File: src/rtl/rc_scheduler_pkg.sv
// Shared NoC router types: output-port encoding and per-VC route-computation states.
package noc_params;

    localparam int unsigned VC_NUM = 2;

    typedef enum logic [2:0] {
        LOCAL,
        NORTH,
        SOUTH,
        WEST,
        EAST
    } port_t;

    typedef enum logic [1:0] {
        IDLE,
        WAIT,
        GRANTED,
        ROUTED
    } rc_state_t;

endpackage

File: src/rtl/rc_scheduler_rc_unit.sv
// Combinational XY dimension-order routing: resolve X first, then Y, else deliver locally.
module rc_unit
    import noc_params::*;
#(
    parameter int unsigned DEST_ADDR_SIZE_X = 3,
    parameter int unsigned DEST_ADDR_SIZE_Y = 3,
    parameter int unsigned X_CURRENT        = 2,
    parameter int unsigned Y_CURRENT        = 3
) (
    input  logic [DEST_ADDR_SIZE_X-1:0] x_dest,
    input  logic [DEST_ADDR_SIZE_Y-1:0] y_dest,
    output port_t                       out_port_c
);

    localparam logic [DEST_ADDR_SIZE_X-1:0] X_CUR = DEST_ADDR_SIZE_X'(X_CURRENT);
    localparam logic [DEST_ADDR_SIZE_Y-1:0] Y_CUR = DEST_ADDR_SIZE_Y'(Y_CURRENT);

    always_comb begin
        out_port_c = LOCAL;
        if (x_dest < X_CUR) begin
            out_port_c = WEST;
        end else if (x_dest > X_CUR) begin
            out_port_c = EAST;
        end else if (y_dest < Y_CUR) begin
            out_port_c = NORTH;
        end else if (y_dest > Y_CUR) begin
            out_port_c = SOUTH;
        end
    end

endmodule

File: src/rtl/rc_scheduler.sv
// Per-input-port route-computation scheduler: per-VC state machines sharing one rc_unit
// through a round-robin arbiter and a single-entry pipeline stage.
module rc_scheduler
    import noc_params::*;
#(
    parameter int unsigned VC_NUM           = 2,
    parameter int unsigned DEST_ADDR_SIZE_X = 3,
    parameter int unsigned DEST_ADDR_SIZE_Y = 3,
    parameter int unsigned X_CURRENT        = 2,
    parameter int unsigned Y_CURRENT        = 3
) (
    input  logic                                    clk,
    input  logic                                    rst,
    input  logic [VC_NUM-1:0]                       req_i,
    input  logic [VC_NUM-1:0][DEST_ADDR_SIZE_X-1:0] x_dest_i,
    input  logic [VC_NUM-1:0][DEST_ADDR_SIZE_Y-1:0] y_dest_i,
    input  logic [VC_NUM-1:0]                       release_i,
    output logic [VC_NUM-1:0]                       route_valid_o,
    output port_t [VC_NUM-1:0]                      out_port_o
);

    localparam int unsigned VC_IDX_W = (VC_NUM > 1) ? $clog2(VC_NUM) : 1;

    typedef logic [VC_IDX_W-1:0] vc_idx_t;

    typedef struct packed {
        logic                        valid;
        vc_idx_t                     vc;
        logic [DEST_ADDR_SIZE_X-1:0] x_dest;
        logic [DEST_ADDR_SIZE_Y-1:0] y_dest;
    } stage_t;

    rc_state_t [VC_NUM-1:0]                 state_q, state_d;
    logic [VC_NUM-1:0][DEST_ADDR_SIZE_X-1:0] x_q, x_d;
    logic [VC_NUM-1:0][DEST_ADDR_SIZE_Y-1:0] y_q, y_d;
    vc_idx_t                                rr_ptr_q, rr_ptr_d;
    stage_t                                 stage_q, stage_d;
    logic [VC_NUM-1:0]                      route_valid_d;
    port_t [VC_NUM-1:0]                     out_port_d;

    logic                                   grant_vld_c;
    vc_idx_t                                grant_vc_c;
    vc_idx_t                                scan_idx_c;
    port_t                                  rc_port_c;

    // Round-robin arbiter: first WAIT VC at or after rr_ptr, with wrap-around.
    always_comb begin
        grant_vld_c = 1'b0;
        grant_vc_c  = '0;
        scan_idx_c  = '0;
        for (int unsigned i = 0; i < VC_NUM; i++) begin
            scan_idx_c = vc_idx_t'((32'(rr_ptr_q) + i) % VC_NUM);
            if (!grant_vld_c && state_q[scan_idx_c] == WAIT) begin
                grant_vld_c = 1'b1;
                grant_vc_c  = scan_idx_c;
            end
        end
    end

    // Next-state logic for all VCs, pointer, pipeline stage and registered outputs.
    always_comb begin
        state_d       = state_q;
        x_d           = x_q;
        y_d           = y_q;
        rr_ptr_d      = rr_ptr_q;
        stage_d       = '0;
        route_valid_d = '0;
        out_port_d    = out_port_o;

        for (int unsigned v = 0; v < VC_NUM; v++) begin
            case (state_q[v])
                IDLE: begin
                    if (req_i[v]) begin
                        state_d[v] = WAIT;
                        x_d[v]     = x_dest_i[v];
                        y_d[v]     = y_dest_i[v];
                    end
                end
                WAIT: begin
                    if (grant_vld_c && grant_vc_c == vc_idx_t'(v)) begin
                        state_d[v] = GRANTED;
                    end
                end
                GRANTED: begin
                    state_d[v] = ROUTED;
                end
                ROUTED: begin
                    // A release with a new request chains straight into the next packet.
                    if (release_i[v]) begin
                        if (req_i[v]) begin
                            state_d[v] = WAIT;
                            x_d[v]     = x_dest_i[v];
                            y_d[v]     = y_dest_i[v];
                        end else begin
                            state_d[v] = IDLE;
                        end
                    end
                end
                default: begin
                    state_d[v] = IDLE;
                end
            endcase
            route_valid_d[v] = (state_d[v] == ROUTED);
        end

        if (grant_vld_c) begin
            rr_ptr_d       = vc_idx_t'((32'(grant_vc_c) + 32'd1) % VC_NUM);
            stage_d.valid  = 1'b1;
            stage_d.vc     = grant_vc_c;
            stage_d.x_dest = x_q[grant_vc_c];
            stage_d.y_dest = y_q[grant_vc_c];
        end

        if (stage_q.valid) begin
            out_port_d[stage_q.vc] = rc_port_c;
        end
    end

    rc_unit #(
        .DEST_ADDR_SIZE_X (DEST_ADDR_SIZE_X),
        .DEST_ADDR_SIZE_Y (DEST_ADDR_SIZE_Y),
        .X_CURRENT        (X_CURRENT),
        .Y_CURRENT        (Y_CURRENT)
    ) u_rc_unit (
        .x_dest     (stage_q.x_dest),
        .y_dest     (stage_q.y_dest),
        .out_port_c (rc_port_c)
    );

    always_ff @(posedge clk) begin
        if (rst) begin
            for (int unsigned v = 0; v < VC_NUM; v++) begin
                state_q[v]    <= IDLE;
                out_port_o[v] <= LOCAL;
            end
            x_q           <= '0;
            y_q           <= '0;
            rr_ptr_q      <= '0;
            stage_q       <= '0;
            route_valid_o <= '0;
        end else begin
            state_q       <= state_d;
            x_q           <= x_d;
            y_q           <= y_d;
            rr_ptr_q      <= rr_ptr_d;
            stage_q       <= stage_d;
            route_valid_o <= route_valid_d;
            out_port_o    <= out_port_d;
        end
    end

endmodule

File: config.mk
export PLATFORM = sky130hd
export DESIGN_NAME = rc_scheduler
export DESIGN_NICKNAME = d
export VERILOG_FILES = /design/src/rtl/rc_scheduler_pkg.sv /design/src/rtl/rc_scheduler_rc_unit.sv /design/src/rtl/rc_scheduler.sv
export SDC_FILE = /design/constraint.sdc
export NUM_CORES = 1
export LEC_CHECK = 0
export BUFFER_PORTS_ARGS = -buffer_cell sky130_fd_sc_hd__buf_2
export CORE_UTILIZATION = 53
export CTS_CLUSTER_SIZE = 28
export DETAILED_ROUTE_END_ITERATION = 6
export GPL_TIMING_DRIVEN = 0
export PLACE_DENSITY = 0.77
export SETUP_SLACK_MARGIN = 0.1
export SYNTH_ARGS = -nofsm -noshare
export SYNTH_HDL_FRONTEND = slang
export SYNTH_SLANG_ARGS = --single-unit
File: constraint.sdc
create_clock -name clk -period 1.24 [get_ports clk]
set_input_delay 0.186 -clock clk [delete_from_list [all_inputs] [get_ports clk]]
set_output_delay 0.186 -clock clk [all_outputs]
set_load 0.05 [all_outputs]
==> Yosys cells after proc, flatten, opt, wreduce, memory -nomap -nowiden <==
Cells that the tools add are included.
{ "word_totals": {"elab_cells": 93, "output_inout_bits": 8, "regBits": 33} }
{ "op_classes": {"mux": 42, "order_cmp": 9, "bitwise": 2, "n_reduce_logical": 12, "n_eq_ne": 12, "add_sub_neg": 2} }
{ "ops": {"columns": ["operator", "n"], "rows": [
  ["$mux W3", 16],
  ["$pmux W3 S2", 4],
  ["$mux W2", 11],
  ["$pmux W2 S4", 2],
  ["$eq A2 B2 Y1 const B", 6],
  ["$eq A2 B1 Y1 const B", 4],
  ["$lt A1 B2 Y1 const B", 4],
  ["$mux W8", 1],
  ["$bwmux W6", 1],
  ["$gt A3 B2 Y1 const B", 2],
  ["$lt A3 B2 Y1 const B", 2],
  ["$mux W1", 6],
  ["$logic_and A1 B1 Y1", 4],
  ["$logic_not A2 Y1", 2],
  ["$ne A2 B2 Y1 const B", 2],
  ["$reduce_and A2 Y1", 2],
  ["$reduce_bool A2 Y1", 2],
  ["$demux W3 S1", 1],
  ["$add A1 B1 Y1 const B", 2],
  ["$not A1 Y1", 2],
  ["$reduce_or A2 Y1", 1],
  ["$ge A1 B1 Y1 const B", 1],
  ["$logic_not A1 Y1", 1]
]} }

==> Logic depth before layout (Yosys ltp) <==
{ "depth": {"depth_word": 12, "ltp_mapped": 4, "ltp_nobuf": 3} }

==> Modules after synthesis <==
Synthesis repeated with hierarchy kept, for this count alone.
{ "unflattened": {"cells_unflattened": 150, "area_unflattened_um2": 1497.7} }
{ "by_module_without_submodules": {"columns": ["module", "n_inst", "seq_area_each_um2", "area_per_inst_um2", "cells_each"], "rows": [
  ["rc_scheduler", 1, 660.6, 1460.2, 145],
  ["rc_unit", 1, 0.0, 37.5, 5]
]} }

==> Worst setup path before layout <==
Ideal clock, no wire load.
{ "synth_timing": {"path_kind": "register to register", "from": "register state_q[2] (netlist name)", "to": "register x_q[3] (netlist name)", "t_required_ns": 1.168, "setup_ns": 0.072, "path_buffers": 0, "path_slack_ns": 0.094, "stages_incl_launch_ff": 4, "arrival_time_ns": 1.075, "path_cell_list": "dfxtp_1 or2_2 a21boi_4 mux2i_1"} }
{ "synth_via": {"elab_chain_cells": 3} }
{ "synth_rtl": {"columns": ["item", "line", "source"], "rows": [
  ["from (decl)", "rc_scheduler.sv:33", "rc_state_t [VC_NUM-1:0] state_q, state_d;"],
  ["from (signal assigned)", "rc_scheduler.sv:142", "state_q <= state_d;"],
  ["$eq A2 B2 Y1 / $logic_not A2 Y1 (equally long branches)", "rc_scheduler.sv:71", "case (state_q[v])"],
  ["$ne A2 B2 Y1 (no source line) / $reduce_bool A2 Y1 (equally long branches)", null, null],
  ["$reduce_and A2 Y1 (no source line)", null, null],
  ["to (signal assigned)", "rc_scheduler.sv:136", "x_q <= '0;"],
  ["to (signal assigned)", "rc_scheduler.sv:143", "x_q <= x_d;"],
  ["to (decl)", "rc_scheduler.sv:34", "logic [VC_NUM-1:0][DEST_ADDR_SIZE_X-1:0] x_q, x_d;"]
]} }
Parallel ways exist; a longest one is shown, timed or not.
A chain may end at the register's enable or synchronous reset.

==> Worst setup path in the final report <==
{ "layout_timing": {"from": "register state_q[1] (netlist name)", "to": "register state_q[2] (netlist name)"} }
{ "layout_via": {"elab_chain_cells": 10} }
{ "layout_rtl": {"columns": ["item", "line", "source"], "rows": [
  ["$mux W2 (not written as such) (2 in a row)", "rc_scheduler.sv:53", "if (!grant_vld_c && state_q[scan_idx_c] == WAIT) begin"],
  ["$eq A2 B1 Y1", "rc_scheduler.sv:53", null],
  ["$mux W1", "rc_scheduler.sv:53", null],
  ["$logic_not A1 Y1", "rc_scheduler.sv:53", null],
  ["$logic_and A1 B1 Y1", "rc_scheduler.sv:53", null],
  ["$mux W1", "rc_scheduler.sv:53", null],
  ["$logic_and A1 B1 Y1 *", "rc_scheduler.sv:80", "if (grant_vld_c && grant_vc_c == vc_idx_t'(v)) begin"],
  ["$mux W2 *", "rc_scheduler.sv:80", null],
  ["$pmux W2 S4 *", "rc_scheduler.sv:71", null]
]} }
Every way passes the cells marked *; elsewhere a longest branch is shown, timed or not. The select of a mux whose other input is x is not followed.

==> summary by stage <==
Run status
The run finished with clean final reports.

Drt
Using the TritonRoute via totals, the vias-per-cell ratio works out to 5.41. The first routing iteration left 11 violations. The count of antenna-violating nets left after detailed routing is 0.

The first TritonRoute pass finished after 4 iterations. Dividing the detail-routed wire length by the instance count gives 13.7 um. The number of remaining DRC errors is 0. Across all layers, the routed design uses 1,141 vias. The final layout contains routed wiring with a total length of 2.88 mm.

STA
The final setup skew is 0.0118 ns. The clock period minus worst slack is 1.21 ns. The headroom to the max-slew limit is 67.5%. At the pin with the least slew margin, the transition time is 0.487 ns. The count of pins over their slew limit is 0.

After layout, the worst path uses 97.4% of the clock period. The worst hold slack is 0.0539 ns. The number of setup violations in the final report is 0. The fmax is 828 MHz. Setup repair after global routing could not meet its margin everywhere. The hold violation total from the final report was 0.

Floorplanning
The height of the die is 53.3 um. The die outline width is 53.3 um. The die footprint is 2840 um^2. Pin placement for this block handled 26 I/O pins. In this run the standard cell core region covers 2480 um^2. The number of standard-cell rows in the floorplan is 18.

The effective utilization at floorplan is 56.3%.

Yosys
Sequential cells were found to cover 47.4% of the synthesized design area. A synthesized cell averages 9.56 um^2. The area share of the largest cell type after synthesis is 47.4%. After synthesis, the share of cell area in mux cells is 8.61%. When the netlist entered floorplanning its net count stood at 164. The count of unique library cells instantiated by Yosys is 31. The mapped netlist covers 1400 um^2. The synthesized instance count is 146.

The dominant combinational cell family by area after synthesis is simple AND/OR/NAND/NOR gates. The count of synthesis-stage warnings from yosys is 0. Ranked by total cell area, the synthesized netlist is headed by dfxtp_1, nand2b_1, mux2i_1, a21oi_1, nand3_1.

The area fraction in and, or, nand and nor cells after synthesis is 24.0%. The synthesis-stage register bit count is 33. Summing the areas of all compound-gate instances in the mapped netlist gives 16.6% of the synthesized area. Of the total synthesized cell area, the portion taken by XOR and XNOR cells is 0%. Summed over all instances, the cell type with the most area after synthesis is dfxtp_1. The synthesized netlist devotes 0% of its cell area to adder and majority cells.

Worst setup path
STA puts the critical path data required time at 1.50 ns. The cell with the largest stage delay on the worst path is dfxtp_4. STA puts the critical path data arrival time at 1.46 ns. The number of buffers and inverters on the critical path is 1. The kind of start point of the critical path is a flop.

The cell depth of the worst setup path is 3. The startpoint identified for the worst register-to-register timing path is state_q[1]. The worst setup path is captured at a flop. The source of the critical timing path is state_q[1]. The stage delay of the slowest cell on the critical path is 0.40 ns.

The most critical setup path has its endpoint at state_q[2]. The worst register-to-register path ends at state_q[2]. The critical path is of the flop to flop type. Traced cell by cell, the critical path runs through or3b_1 -> buf_6 -> a211oi_2. The maximum fanout along the worst path is 8. Counting cells, the worst reg-to-reg path comes to 3. The critical path's top delay family is flip-flops. Across all register-to-register paths, the minimum setup slack is 0.03 ns.

Global route
The via count of the first global-routing pass is 1,080. Entering global routing, the biggest net connects 11 pins. The number of antenna violations at the first check in global routing is 0. The wire length of the first global-routing pass is 4.72 mm. The total overflow left after global routing is 0. The overall global routing resource usage is 23.9%.

Finish
Cells fill 71.0% of the core in the end. The layout overhead on the synthesized area is 26.0%. The final layout contains 198 nets.

The final cell count without fillers is 211. The repair_antennas step left the layout with diodes totalling 0. The proportion of layout cells with a drive suffix above 1 is 36.5%. Once layout is done, the placed cells without fillers occupy 1760 um^2.

Power and ir drop
The peak supply drop is 1040 uV. In this run the power spent charging and discharging nets is 790 uW. Internal power comes to 1.65 mW. The sum of internal, switching and leakage power is 2.44 mW.

Net switching is 32.4% of the power. The leakage power total is 0.664 nW. The sequential share of power is 51.8%.

Dividing total power by cell area gives a power density of 1390 nW/um^2. The share of total power in the clock network is 23.8%. The share of total power in combinational logic is 24.4%.

Clock tree
In this run the clock root is driven by a clkbuf_4. The clock tree from TritonCTS is built. Clock latency on the worst-skew pair, taken at its later pin, is 0.34 ns. For this design, the sink count on the clock tree is 33. Clock-pin slew was measured on the worst setup and hold paths at 0.11 ns. The number of buffers created by CTS is 5. The largest buffer count on any clock path is 2. The clock tree synthesis step divided the H-tree into 2 levels.

Placed design
The placed cell count is 201. The HPWL after detailed placement is 1.94 mm. Buffers placed on the I/O ports in this run total 25. The placer congestion estimate is 0.740. In this run the cell area measured after placement is 1560 um^2.

Job
The number of max-cap violations is 0.

Min path
The path class of the lowest-slack min-delay path is input pin to flop. Counting instances, the worst hold path has a depth of 2.
## cell usage in the layout (no fill, tap or decap), types with 5 or more instances in the layout
cell / netlist / layout
dfxtp_1: 33 / 27
nand2b_1: 27 / 26
buf_2: 2 / 18
mux2i_1: 12 / 12
a21oi_1: 13 / 8
clkbuf_4: 0 / 8
buf_4: 0 / 6
nand3_2: 0 / 6
nand2_1: 7 / 6
a21oi_2: 0 / 5
clkbuf_1: 4 / 5
## worst reg2reg max path, delay by kind of cell (launching register included)
kind | cells | cell delay, ns
flip-flops | 1 | 0.40
buffers and inverters | 1 | 0.16
AO/OA/AOI/OAI | 1 | 0.17
AND/OR/NAND/NOR | 1 | 0.39
## cell usage after synthesis
| cell type | n |
|---|---|
| nor2b_1 | 3 |
| nand3b_1 | 2 |
| nor2_1 | 4 |
| nand3_1 | 7 |
| a211oi_1 | 3 |
| nor3b_2 | 1 |
| nand4b_1 | 1 |
| nand2_1 | 7 |
| a21boi_4 | 1 |
| nand2b_1 | 27 |
| mux2i_1 | 12 |
| nor3b_1 | 1 |
| o31ai_1 | 1 |
| buf_6 | 1 |
| o21ai_1 | 1 |
| o21bai_2 | 1 |
| a211o_1 | 2 |
| a21oi_1 | 13 |
| a311oi_1 | 1 |
| dfxtp_1 | 33 |
| o21ai_0 | 6 |
| a211oi_2 | 1 |
| or2_2 | 2 |
| clkbuf_1 | 4 |
| and3_1 | 1 |
| o41ai_1 | 2 |
| inv_1 | 3 |
| or3b_1 | 1 |
| o21a_1 | 1 |
| buf_2 | 2 |
| o21bai_1 | 1 |
## area by class of cell
cell class | instances | area [um^2]
inverters | 3 | 11.3
well taps | 30 | 37.5
repair buffers | 27 | 161
flip-flops and latches | 33 | 673
fillers | 196 | 719
plain buffers | 7 | 45.0
clock inverters | 2 | 10.0
multi-input cells | 103 | 778
clock buffers | 6 | 41.3
## stage by stage
stage | worst slack, ns | setup TNS [ns]
3_3_place_gp | -0.0611 | -0.130
6_report | 0.0325 | 0
4_1_cts | 0.0461 | 0
2_1_floorplan | 0.131 | 0
3_5_place_dp | -0.0943 | -0.587
5_1_grt | -0.0544 | -0.0749
## worst min-delay path by stage
stage | start | end
floorplan | rst | route_valid_o[1]
detailed placement | release_i[1] | route_valid_o[1]
global placement | release_i[1] | route_valid_o[1]
CTS | release_i[1] | route_valid_o[1]
finish | release_i[1] | route_valid_o[1]
global route | release_i[1] | route_valid_o[1]
## routing by layer
metal / global-route usage, % / up-vias / routed length [um]
li1: - / 581 / -
met5: 0 / - / 0
met1: 27.3 / 527 / 1260
met2: 40.0 / 26 / 1450
met4: 9.21 / 0 / 55
met3: 8.62 / 7 / 119
## registers in the layout, indices dropped and copies added, names as in the netlist
name / count
route_valid_o: 2
state_q: 4
y_q: 6
x_q: 6
rr_ptr_q: 1
stage_q: 8
out_port_o: 6
## power by group through the flow
stage	registers (mW)	logic [mW]	clock network [mW]
floorplan	1.32	0.314	0
global placement	1.26	0.477	0
detailed placement	1.27	0.491	0
CTS	1.25	0.524	0.585
global route	1.28	0.650	0.641
finish	1.26	0.595	0.581
## cell families (layout without fill, tap and decap cells)
kind of cell | count (synthesis) | in the layout
simple gates | 57 | 57
compound gates | 34 | 34
flops | 33 | 33
mux | 12 | 12
buf+inv | 10 | 45
## what timing repair did
action | 4_1_cts | 5_1_grt
resized for setup | 14 | 28
setup buffers | 2 | 0
setup endpoints to repair | 25 | 29
pin swaps | 1 | 11
hold buffers | 0 | 0
hold endpoints to repair | 0 | 0
Note: power is estimated with default switching activity, not from simulation.
